**src/rtl/operand_fetch.sv**
```systemverilog
// operand_fetch: regfile read/write initiator with RAW/WAW scoreboard.
// Accepts decode, reads operands, bypasses writeback, issues to execute.
//
// Ports:
//   clk, reset                   sync active-high reset
//   id_*                         decode handshake and register fields
//   flush                        drop the held instruction
//   rf_rd_addr_*/rf_rd_data_*    two regfile read ports (negedge read)
//   wb_*                         writeback in; rf_wr_* mirrors it out
//   ex_*                         operands to execute over valid/ready
module operand_fetch #(
  parameter int ADDR_W = 5,
  parameter int DATA_W = 32
) (
  input  logic              clk,
  input  logic              reset,
  input  logic              id_valid,
  output logic              id_ready,
  input  logic [ADDR_W-1:0] id_rs1,
  input  logic [ADDR_W-1:0] id_rs2,
  input  logic [ADDR_W-1:0] id_rd,
  input  logic              id_rd_wen,
  input  logic              flush,
  output logic [ADDR_W-1:0] rf_rd_addr_1,
  input  logic [DATA_W-1:0] rf_rd_data_1,
  output logic [ADDR_W-1:0] rf_rd_addr_2,
  input  logic [DATA_W-1:0] rf_rd_data_2,
  input  logic              wb_enable,
  input  logic [ADDR_W-1:0] wb_addr,
  input  logic [DATA_W-1:0] wb_data,
  output logic              rf_wr_enable,
  output logic [ADDR_W-1:0] rf_wr_addr,
  output logic [DATA_W-1:0] rf_wr_data,
  output logic              ex_valid,
  input  logic              ex_ready,
  output logic [DATA_W-1:0] ex_rs1_data,
  output logic [DATA_W-1:0] ex_rs2_data,
  output logic [ADDR_W-1:0] ex_rd,
  output logic              ex_rd_wen
);

  localparam int NREG = 1 << ADDR_W;

  typedef enum logic [1:0] {
    IDLE = 2'd0,
    READ = 2'd1,
    HOLD = 2'd2
  } state_t;

  state_t state_q, state_d;

  logic [NREG-1:0]   busy_q, busy_d;
  logic [ADDR_W-1:0] rs1_q, rs2_q, rd_q;
  logic              rd_wen_q;

  logic              ex_valid_q, ex_valid_d;
  logic [DATA_W-1:0] ex_rs1_q, ex_rs2_q;
  logic [ADDR_W-1:0] ex_rd_q;
  logic              ex_rd_wen_q;

  logic              accept;
  logic              issue;
  logic              hazard;
  logic [DATA_W-1:0] op1, op2;

  assign rf_wr_enable = wb_enable;
  assign rf_wr_addr   = wb_addr;
  assign rf_wr_data   = wb_data;

  assign rf_rd_addr_1 = rs1_q;
  assign rf_rd_addr_2 = rs2_q;

  assign ex_valid    = ex_valid_q;
  assign ex_rs1_data = ex_rs1_q;
  assign ex_rs2_data = ex_rs2_q;
  assign ex_rd       = ex_rd_q;
  assign ex_rd_wen   = ex_rd_wen_q;

  assign id_ready = (state_q == IDLE) && !reset;
  assign accept   = id_valid && id_ready && !flush;

  // A writeback landing this cycle already frees its register.
  function automatic logic pending(
    input logic [ADDR_W-1:0] r
  );
    return busy_q[r] && (r != '0) &&
           !(wb_enable && wb_addr == r);
  endfunction

  // The regfile write lands after this cycle's negedge read,
  // so a same-cycle writeback must be bypassed.
  function automatic logic [DATA_W-1:0] fwd(
    input logic [ADDR_W-1:0] rs,
    input logic [DATA_W-1:0] rd_data
  );
    logic [DATA_W-1:0] o;
    o = rd_data;
    priority case (1'b1)
      (rs == '0):                   o = '0;
      (wb_enable && wb_addr == rs): o = wb_data;
      default:                      o = rd_data;
    endcase
    return o;
  endfunction

  assign hazard = pending(rs1_q) || pending(rs2_q) ||
                  (rd_wen_q && pending(rd_q));

  assign op1 = fwd(rs1_q, rf_rd_data_1);
  assign op2 = fwd(rs2_q, rf_rd_data_2);

  always_comb begin
    state_d    = state_q;
    issue      = 1'b0;
    ex_valid_d = ex_valid_q;
    unique case (state_q)
      IDLE: begin
        if (accept) state_d = READ;
      end
      READ: begin
        if (flush) begin
          state_d = IDLE;
        end else if (!hazard) begin
          issue      = 1'b1;
          ex_valid_d = 1'b1;
          state_d    = HOLD;
        end
      end
      HOLD: begin
        if (flush || ex_ready) begin
          ex_valid_d = 1'b0;
          state_d    = IDLE;
        end
      end
      default: state_d = IDLE;
    endcase
  end

  // Clears first, then the issue set so it wins on a collision.
  always_comb begin
    busy_d = busy_q;
    if (wb_enable && wb_addr != '0)
      busy_d[wb_addr] = 1'b0;
    if (state_q == HOLD && flush && ex_rd_wen_q)
      busy_d[ex_rd_q] = 1'b0;
    if (issue && rd_wen_q && rd_q != '0)
      busy_d[rd_q] = 1'b1;
    busy_d[0] = 1'b0;
  end

  always_ff @(posedge clk) begin
    if (reset) begin
      state_q     <= IDLE;
      busy_q      <= '0;
      rs1_q       <= '0;
      rs2_q       <= '0;
      rd_q        <= '0;
      rd_wen_q    <= 1'b0;
      ex_valid_q  <= 1'b0;
      ex_rs1_q    <= '0;
      ex_rs2_q    <= '0;
      ex_rd_q     <= '0;
      ex_rd_wen_q <= 1'b0;
    end else begin
      state_q    <= state_d;
      busy_q     <= busy_d;
      ex_valid_q <= ex_valid_d;
      if (accept) begin
        rs1_q    <= id_rs1;
        rs2_q    <= id_rs2;
        rd_q     <= id_rd;
        rd_wen_q <= id_rd_wen;
      end
      if (issue) begin
        ex_rs1_q    <= op1;
        ex_rs2_q    <= op2;
        ex_rd_q     <= rd_q;
        ex_rd_wen_q <= rd_wen_q;
      end
    end
  end

endmodule

```
**config.mk**
```make
export PLATFORM = sky130hd
export DESIGN_NAME = operand_fetch
export DESIGN_NICKNAME = d
export VERILOG_FILES = /design/src/rtl/operand_fetch.sv
export SDC_FILE = /design/constraint.sdc
export NUM_CORES = 1
export LEC_CHECK = 0
export ABC_AREA = 0
export CORE_MARGIN = 5
export CORE_UTILIZATION = 47
export CTS_CLUSTER_DIAMETER = 120
export DETAILED_ROUTE_END_ITERATION = 6
export MAX_ROUTING_LAYER = met4
export PLACE_DENSITY = 0.8
export SYNTH_ARGS = -nofsm -noshare
export SYNTH_HDL_FRONTEND = slang
export SYNTH_SLANG_ARGS = --single-unit
```
**constraint.sdc**
```tcl
create_clock -name clk -period 2.8 [get_ports clk]
set_input_delay 0.56 -clock clk [delete_from_list [all_inputs] [get_ports clk]]
set_output_delay 0.56 -clock clk [all_outputs]
set_load 0.01 [all_outputs]
```
== Word level (Yosys, flattened, before mapping) ==
Cells that the tools add are included.

* Logic and storage cells: 105
* Bits in latches: 0
* Memory bits (writable): 0
* Register bits after elaboration: 121
* Output and inout port bits: 120
* Bits in read-only memories: 0
* Bits of input ports: 123
* Memories kept: 0

* Equality and inequality tests: 10
* Multiplexer cells: 31
* Multipliers: 0
* Shifts and indexed selects: 0
* Reduce and logical (&&, ||, !) cells: 39
* Add/subtract/negate cells: 0
* Magnitude comparators: 8
* Divide/modulo/power cells: 0
* Bitwise operators: 5

{| class="wikitable"
|+ Operators with widths
! kind !! count
|-
| 32-bit two-way mux || 7
|-
| 32-bit AND || 2
|-
| 32-bit NOT || 2
|-
| 32-bit bitwise OR || 1
|-
| 5-bit by 6-bit less-than comparator with 1-bit output, second input constant || 5
|-
| 1-bit logical AND || 21
|-
| 5-bit nonzero test || 4
|-
| 1-bit binary-select mux with 5-bit select || 3
|-
| 1-bit demux with 5-bit select || 3
|-
| 5-bit == test || 3
|-
| 5-bit by 1-bit >= comparator with 1-bit output, second input constant || 3
|-
| 1-bit two-way mux || 12
|-
| 5-bit logical NOT || 2
|-
| 2-bit two-way mux || 4
|-
| 2-bit inequality test, second input constant || 4
|-
| 2-bit one-hot mux with 3 select lines || 1
|-
| 1-bit logical NOT || 5
|-
| 4-bit AND reduction || 1
|-
| 1-bit logical OR || 3
|-
| 3-bit inequality test, second input constant || 1
|-
| 3-bit AND reduction || 1
|-
| 2-bit by 1-bit == test with 1-bit output, second input constant || 1
|-
| 2-bit == test, second input constant || 1
|-
| 2-bit logical NOT || 1
|-
| other kinds (2) || 2
|}

== Logic depth before layout (Yosys ltp) ==
* Word-level depth: 12
* Mapped depth: 12
* Gate-level depth less buffers: 7

== Worst setup path after synthesis ==
Ideal clock, no wire load.

* Kind: register to register
* From: register rs1_q[0] (netlist: rf_rd_addr_1[0])
* To: register busy_q[23]
* Slack: 0.427 ns
* Data required time: 2.712 ns
* Buffers on the path: 3
* Cell stages (with the launch flop): 11
* Clock period less this slack: 2.373 ns
* Data arrival time: 2.285 ns
* Setup time: 0.088 ns
* Cell sequence: dfxtp_1 buf_2 mux4_2 mux2i_1 o221ai_1 o2111ai_1 o31a_1 buf_2 nand2_2 buf_6 o31ai_1

* Cells in the longest elaborated chain, start to end: 12
* Elaborated cells between the ends (all ways): 16
* Those cells by class: eq/ne: 1; mux: 6; reduce/logical: 9

{| class="wikitable"
|+ Ends and longest elaborated chain
! what !! line !! source
|-
| start: declaration || 53 || <nowiki>logic [ADDR_W-1:0] rs1_q, rs2_q, rd_q;</nowiki>
|-
| start signal: assignment || 169 || <nowiki>rs1_q <= id_rs1;</nowiki>
|-
| 1-bit binary-select mux with 5-bit select / 5-bit == test (equally long branches) || 86, 87 ||
|-
| 1-bit two-way mux (not written as such) / 1-bit logical AND (equally long branches) || 86, 87 ||
|-
| 1-bit logical AND / 1-bit logical NOT (equally long branches) || 86, 87 ||
|-
| 1-bit logical AND * || 86 || <nowiki>return busy_q[r] && (r != '0) &&</nowiki>
|-
| 1-bit logical OR * (2 in a row) || 106 || <nowiki>assign hazard = pending(rs1_q) || pending(rs2_q) ||</nowiki>
|-
| 1-bit two-way mux * || 123 || <nowiki>end else if (!hazard) begin</nowiki>
|-
| 1-bit two-way mux * || 121 || <nowiki>if (flush) begin</nowiki>
|-
| 1-bit two-way mux * || 116 || <nowiki>unique case (state_q)</nowiki>
|-
| 1-bit logical AND * (2 in a row) || 146 || <nowiki>if (issue && rd_wen_q && rd_q != '0)</nowiki>
|-
| 32-bit two-way mux * || 146 ||
|-
| end signal: assignment || 166 || <nowiki>busy_q <= busy_d;</nowiki>
|-
| end: declaration || 52 || <nowiki>logic [NREG-1:0] busy_q, busy_d;</nowiki>
|}

Mark *: on every way between the ends. The rest lies on a longest branch, timed or not. The select of a mux whose other input is x is not followed.
A chain may end at the register's enable or synchronous reset.

== Worst setup path after layout ==
* From: register rd_q[1]
* To: register busy_q[28]

* Cells in the longest elaborated chain, start to end: 12
* Elaborated cells between the ends (all ways): 22
* Those cells by class: order compare: 2; eq/ne: 1; mux: 8; bitwise: 1; reduce/logical: 10

{| class="wikitable"
|+ Ends and longest elaborated chain
! what !! line !! source
|-
| start: declaration || 53 ||
|-
| start signal: assignment || 171 || <nowiki>rd_q <= id_rd;</nowiki>
|-
| 1-bit binary-select mux with 5-bit select / 5-bit == test (equally long branches) || 86, 87 ||
|-
| 1-bit two-way mux (not written as such) / 1-bit logical AND (equally long branches) || 86, 87 ||
|-
| 1-bit logical AND / 1-bit logical NOT (equally long branches) || 86, 87 ||
|-
| 1-bit logical AND || 86 ||
|-
| 1-bit logical AND || 107 || <nowiki>(rd_wen_q && pending(rd_q));</nowiki>
|-
| 1-bit logical OR || 106 ||
|-
| 1-bit two-way mux || 123 ||
|-
| 1-bit two-way mux || 121 ||
|-
| 1-bit two-way mux || 116 ||
|-
| 1-bit logical AND (2 in a row) || 146 ||
|-
| 32-bit two-way mux * || 146 ||
|}

Marks and branches as above.

==> impl_results.html <==
<table>
<tr><th>Metric</th><th>Value</th></tr>
<tr><th colspan="2">Hold path</th></tr>
<tr><td>Worst min-delay path class</td><td>register to register</td></tr>
<tr><td>Hold Path Stages</td><td>2</td></tr>
<tr><th colspan="2">Pwr</th></tr>
<tr><td>Worst voltage drop across the vdd grid</td><td>0.458 mV</td></tr>
<tr><td>Pleak</td><td>0.00355 µW</td></tr>
<tr><td>Cell area power density</td><td>430 nW/µm²</td></tr>
<tr><th colspan="2">Yosys</th></tr>
<tr><td>Number of enable-type register cells in the synthesized netlist</td><td>0</td></tr>
<tr><td>Fraction of synthesized cell area in xor and xnor cells</td><td>0.0180</td></tr>
<tr><td>Area of the mapped netlist</td><td>7300 µm²</td></tr>
<tr><td>Portion of the post-synthesis area used by sequential elements</td><td>0.329</td></tr>
<tr><td>Fraction of post-synthesis cell area in the top cell type by area</td><td>0.329</td></tr>
<tr><td>Syn Nets</td><td>1011</td></tr>
<tr><td>Synthesis Warnings</td><td>0</td></tr>
<tr><td>Post-synthesis mux area share</td><td>0.187</td></tr>
<tr><td>Area fraction in compound gates after synthesis</td><td>0.133</td></tr>
<tr><td>Number of unique standard cell types used by synthesis</td><td>51</td></tr>
<tr><td>Synth Area in Simple Gates</td><td>0.237</td></tr>
<tr><td>Synthesis-stage register bit count</td><td>120</td></tr>
<tr><td>Adder and majority cell fraction of the synthesized area</td><td>0</td></tr>
<tr><td>Cells taking the most area after synthesis</td><td>sky130_fd_sc_hd__dfxtp_1 (33%), sky130_fd_sc_hd__mux2i_1 (13%), sky130_fd_sc_hd__nand3_1 (5.6%)</td></tr>
<tr><td>Post-Syn Instances</td><td>888</td></tr>
<tr><td>Share of flip-flops with an asynchronous set or reset after synthesis</td><td>0</td></tr>
<tr><td>Dominant combinational cell family by area after synthesis</td><td>simple AND/OR/NAND/NOR gates</td></tr>
<tr><td>Cell type with the highest aggregate area in the netlist</td><td>sky130_fd_sc_hd__dfxtp_1</td></tr>
<tr><td>Primary flip-flop cell chosen by synthesis mapping</td><td>sky130_fd_sc_hd__dfxtp_1</td></tr>
<tr><td>Mean instance size in the synthesized netlist</td><td>8.22 µm²</td></tr>
<tr><th colspan="2">Place</th></tr>
<tr><td>Port Buf Inserts</td><td>242</td></tr>
<tr><td>Final weighted congestion in routability-driven placement</td><td>0.942</td></tr>
<tr><td>Instance area after placement</td><td>9760 µm²</td></tr>
<tr><td># placed instances</td><td>1244</td></tr>
<tr><td>Post-DP HPWL</td><td>19.9 mm</td></tr>
<tr><th colspan="2">Timing</th></tr>
<tr><td>Top achievable clock speed</td><td>0.371 GHz</td></tr>
<tr><td>Clock period minus worst slack</td><td>2.69 ns</td></tr>
<tr><td>Relative slew slack</td><td>0.579</td></tr>
<tr><td>Number of setup violations in the final report</td><td>0</td></tr>
<tr><td>Max-slew violation count</td><td>0</td></tr>
<tr><td>Final number of hold-violating endpoints</td><td>0</td></tr>
<tr><td>Final worst path period share</td><td>0.962</td></tr>
<tr><td>Setup TNS</td><td>0 ns</td></tr>
<tr><td>Worst clock skew</td><td>0.00928 ns</td></tr>
<tr><td>Worst Max-Slew Pin Slew</td><td>0.632 ns</td></tr>
<tr><td>RSZ-0062 raised after global routing</td><td>no</td></tr>
<tr><th colspan="2">Worst setup path</th></tr>
<tr><td>Crit start category</td><td>register</td></tr>
<tr><td>Crit end category</td><td>register</td></tr>
<tr><td>Number of cell instances on the worst register-to-register path</td><td>10</td></tr>
<tr><td>Biggest fanout along the worst timing path</td><td>7</td></tr>
<tr><td>Critical path arrival</td><td>3.03 ns</td></tr>
<tr><td>Kind of critical path</td><td>register to register</td></tr>
<tr><td>Required @ worst endpoint</td><td>3.13 ns</td></tr>
<tr><th colspan="2">Clock network</th></tr>
<tr><td>CTS tree</td><td>built</td></tr>
<tr><td>Root cell of the clock tree</td><td>sky130_fd_sc_hd__clkbuf_16</td></tr>
<tr><td>Latest clock arrival within the worst-skew pair</td><td>0.43 ns</td></tr>
<tr><td>Buffers from clock root to sink, at most</td><td>2</td></tr>
<tr><td>CTS H-tree lvls</td><td>4</td></tr>
<tr><td>Setup bufs post-CTS</td><td>0</td></tr>
<tr><td>Clock transition at the registers of the reported paths</td><td>0.05 ns</td></tr>
<tr><td>Post-CTS resize count</td><td>0</td></tr>
<tr><td>TritonCTS sink count</td><td>120</td></tr>
<tr><td>CTS buffer count</td><td>17</td></tr>
<tr><td>Hold buffer count at cts</td><td>0</td></tr>
<tr><th colspan="2">Cells and area</th></tr>
<tr><td>Count of non-filler cells in the finished layout</td><td>1278</td></tr>
<tr><td>Final-stage net count</td><td>1198</td></tr>
<tr><td>Fill cell instance count of the final layout</td><td>1202</td></tr>
<tr><td>Layout cells sized above 1</td><td>0.111</td></tr>
<tr><td>Most common cell after layout, fill and taps aside</td><td>sky130_fd_sc_hd__clkdlybuf4s50_1</td></tr>
<tr><td>Summed area of non-filler cells in the final layout</td><td>10300 µm²</td></tr>
<tr><td>Area growth, synth to finish</td><td>41.1%</td></tr>
<tr><td>Leading cell types in the layout, fill and taps excluded</td><td>sky130_fd_sc_hd__clkdlybuf4s50_1 (241), sky130_fd_sc_hd__dfxtp_1 (119), sky130_fd_sc_hd__mux2i_1 (96)</td></tr>
<tr><td>Core utilization of the finished layout</td><td>0.678</td></tr>
<tr><th colspan="2">Route</th></tr>
<tr><td>Initial DRC Count</td><td>817</td></tr>
<tr><td>Total Routed Length</td><td>27.6 mm</td></tr>
<tr><td>DRC errors left</td><td>0</td></tr>
<tr><td>Routed Antenna Nets</td><td>0</td></tr>
<tr><td>Via count of the routed design</td><td>7625</td></tr>
<tr><td>Routed wire per std cell</td><td>21.6 µm</td></tr>
<tr><td>Number of iterations in the first detailed-routing pass</td><td>6</td></tr>
<tr><td>Via density per instance</td><td>5.97</td></tr>
<tr><th colspan="2">Floorplan</th></tr>
<tr><td>Chip height</td><td>135 µm</td></tr>
<tr><td>Die Footprint</td><td>18100 µm²</td></tr>
<tr><td>Starting density of the core</td><td>0.480</td></tr>
<tr><td>Rows</td><td>45</td></tr>
<tr><td>Area of the core region</td><td>15200 µm²</td></tr>
<tr><td>Boundary Pins</td><td>243</td></tr>
<tr><td>Horizontal die dimension</td><td>135 µm</td></tr>
<tr><th colspan="2">GRT</th></tr>
<tr><td>GRT overflow</td><td>0</td></tr>
<tr><td>Tot GR Track Use</td><td>0.312</td></tr>
<tr><td>Initial antenna violation count</td><td>3</td></tr>
<tr><td>Global-route wire length before repair</td><td>43.1 mm</td></tr>
<tr><td>Number of global-route vias before repair</td><td>7558</td></tr>
<tr><td>Pin count of the biggest net entering global routing</td><td>56</td></tr>
<tr><th colspan="2">Run</th></tr>
<tr><td>Number of maximum-capacitance constraint violations</td><td>0</td></tr>
<tr><th colspan="2">Outcome</th></tr>
<tr><td>Run status</td><td>finished clean</td></tr>
</table>
==> critical path, cell delays in order, from the launching register on <==
cell and delay, ns:
sky130_fd_sc_hd__dfxtp_1 0.47, sky130_fd_sc_hd__buf_4 0.23, sky130_fd_sc_hd__mux4_2 0.52, sky130_fd_sc_hd__mux2i_1 0.17, sky130_fd_sc_hd__o22ai_1 0.09, sky130_fd_sc_hd__o21ai_1 0.23
sky130_fd_sc_hd__and3_2 0.27, sky130_fd_sc_hd__buf_4 0.17, sky130_fd_sc_hd__nand3_1 0.08, sky130_fd_sc_hd__buf_4 0.17, sky130_fd_sc_hd__o22ai_1 0.20
==> cell usage after synthesis (all sizes together), types with 2 or more instances <==
cell,count
dfxtp,120
mux2i,96
nor2,94
nand3,81
nand2,78
o21ai,75
buf,70
clkbuf,49
o31ai,25
nand2b,22
o2111ai,18
or2,17
mux4,16
nand3b,15
xor2,12
nor2b,11
nor4,11
inv,10
o221ai,8
o22ai,8
nand4,7
nor3,6
a31oi,4
mux2,4
or3b,4
and3,3
xnor2,3
a21oi,2
o211ai,2
or3,2
==> cell type report <==
cell class                      count  area, µm²  area share
Sequential cell                   120       2400       0.233
Inverter                           11       41.3     0.00401
Antenna cell                        3       7.51    0.000729
Multi-Input combinational cell    638       4200       0.408
Clock buffer                       23        458      0.0445
Clock inverter                      8       75.1     0.00729
Tap cell                          188        235      0.0228
Timing Repair Buffer              287       2880       0.280
==> report_power, final <==
part / internal [µW] / switching (µW)
combinational: 348 / 307
sequential: 1730 / 28.6
clock: 1230 / 787
total: 3300 / 1120
==> logic make-up after synthesis <==
logic type / Yosys count
AND/OR/NAND/NOR: 356
AO/OA/AOI/OAI: 151
buffers and inverters: 130
flip-flops: 120
multiplexers: 116
XOR/XNOR: 15
==> sequential cells by signal (all words and copies together), names as in the netlist <==
signal        cells
rd_wen_q          1
rf_rd_addr_2      5
ex_valid          1
ex_rs1_data      32
state_q           2
rd_q              5
ex_rd_wen         1
ex_rs2_data      32
ex_rd             5
rf_rd_addr_1      5
busy_q           31
==> layer usage <==
metal  vias to the layer above  global-route usage  part of all wire
met5                         -                   -                 0
li1                       3516                   -                 -
met4                         0               0.137             0.045
met2                       471               0.488              0.47
met1                      3547               0.372              0.38
met3                        91              0.0961              0.11
==> worst paths after layout <==
path / startpoint / to / slack (ns)
min reg2reg: ex_rs2_data[16] / ex_rs2_data[16] / 0.45
min: ex_rs2_data[16] / ex_rs2_data[16] / 0.45
max: rd_q[1] / busy_q[28] / 0.11
max reg2reg: rd_q[1] / busy_q[28] / 0.11
==> metrics by stage <==
stage | hold WS, ns | worst slack (ns) | total power (µW)
2_1_floorplan | 0.458 | 0.427 | 2090
3_5_place_dp | 0.441 | -0.0983 | 2430
6_report | 0.446 | 0.107 | 4430
4_1_cts | 0.447 | 0.134 | 4430
3_3_place_gp | 0.435 | -0.0106 | 2430
5_1_grt | 0.465 | 0.0335 | 4550
Power figures use the tool's default switching activity.
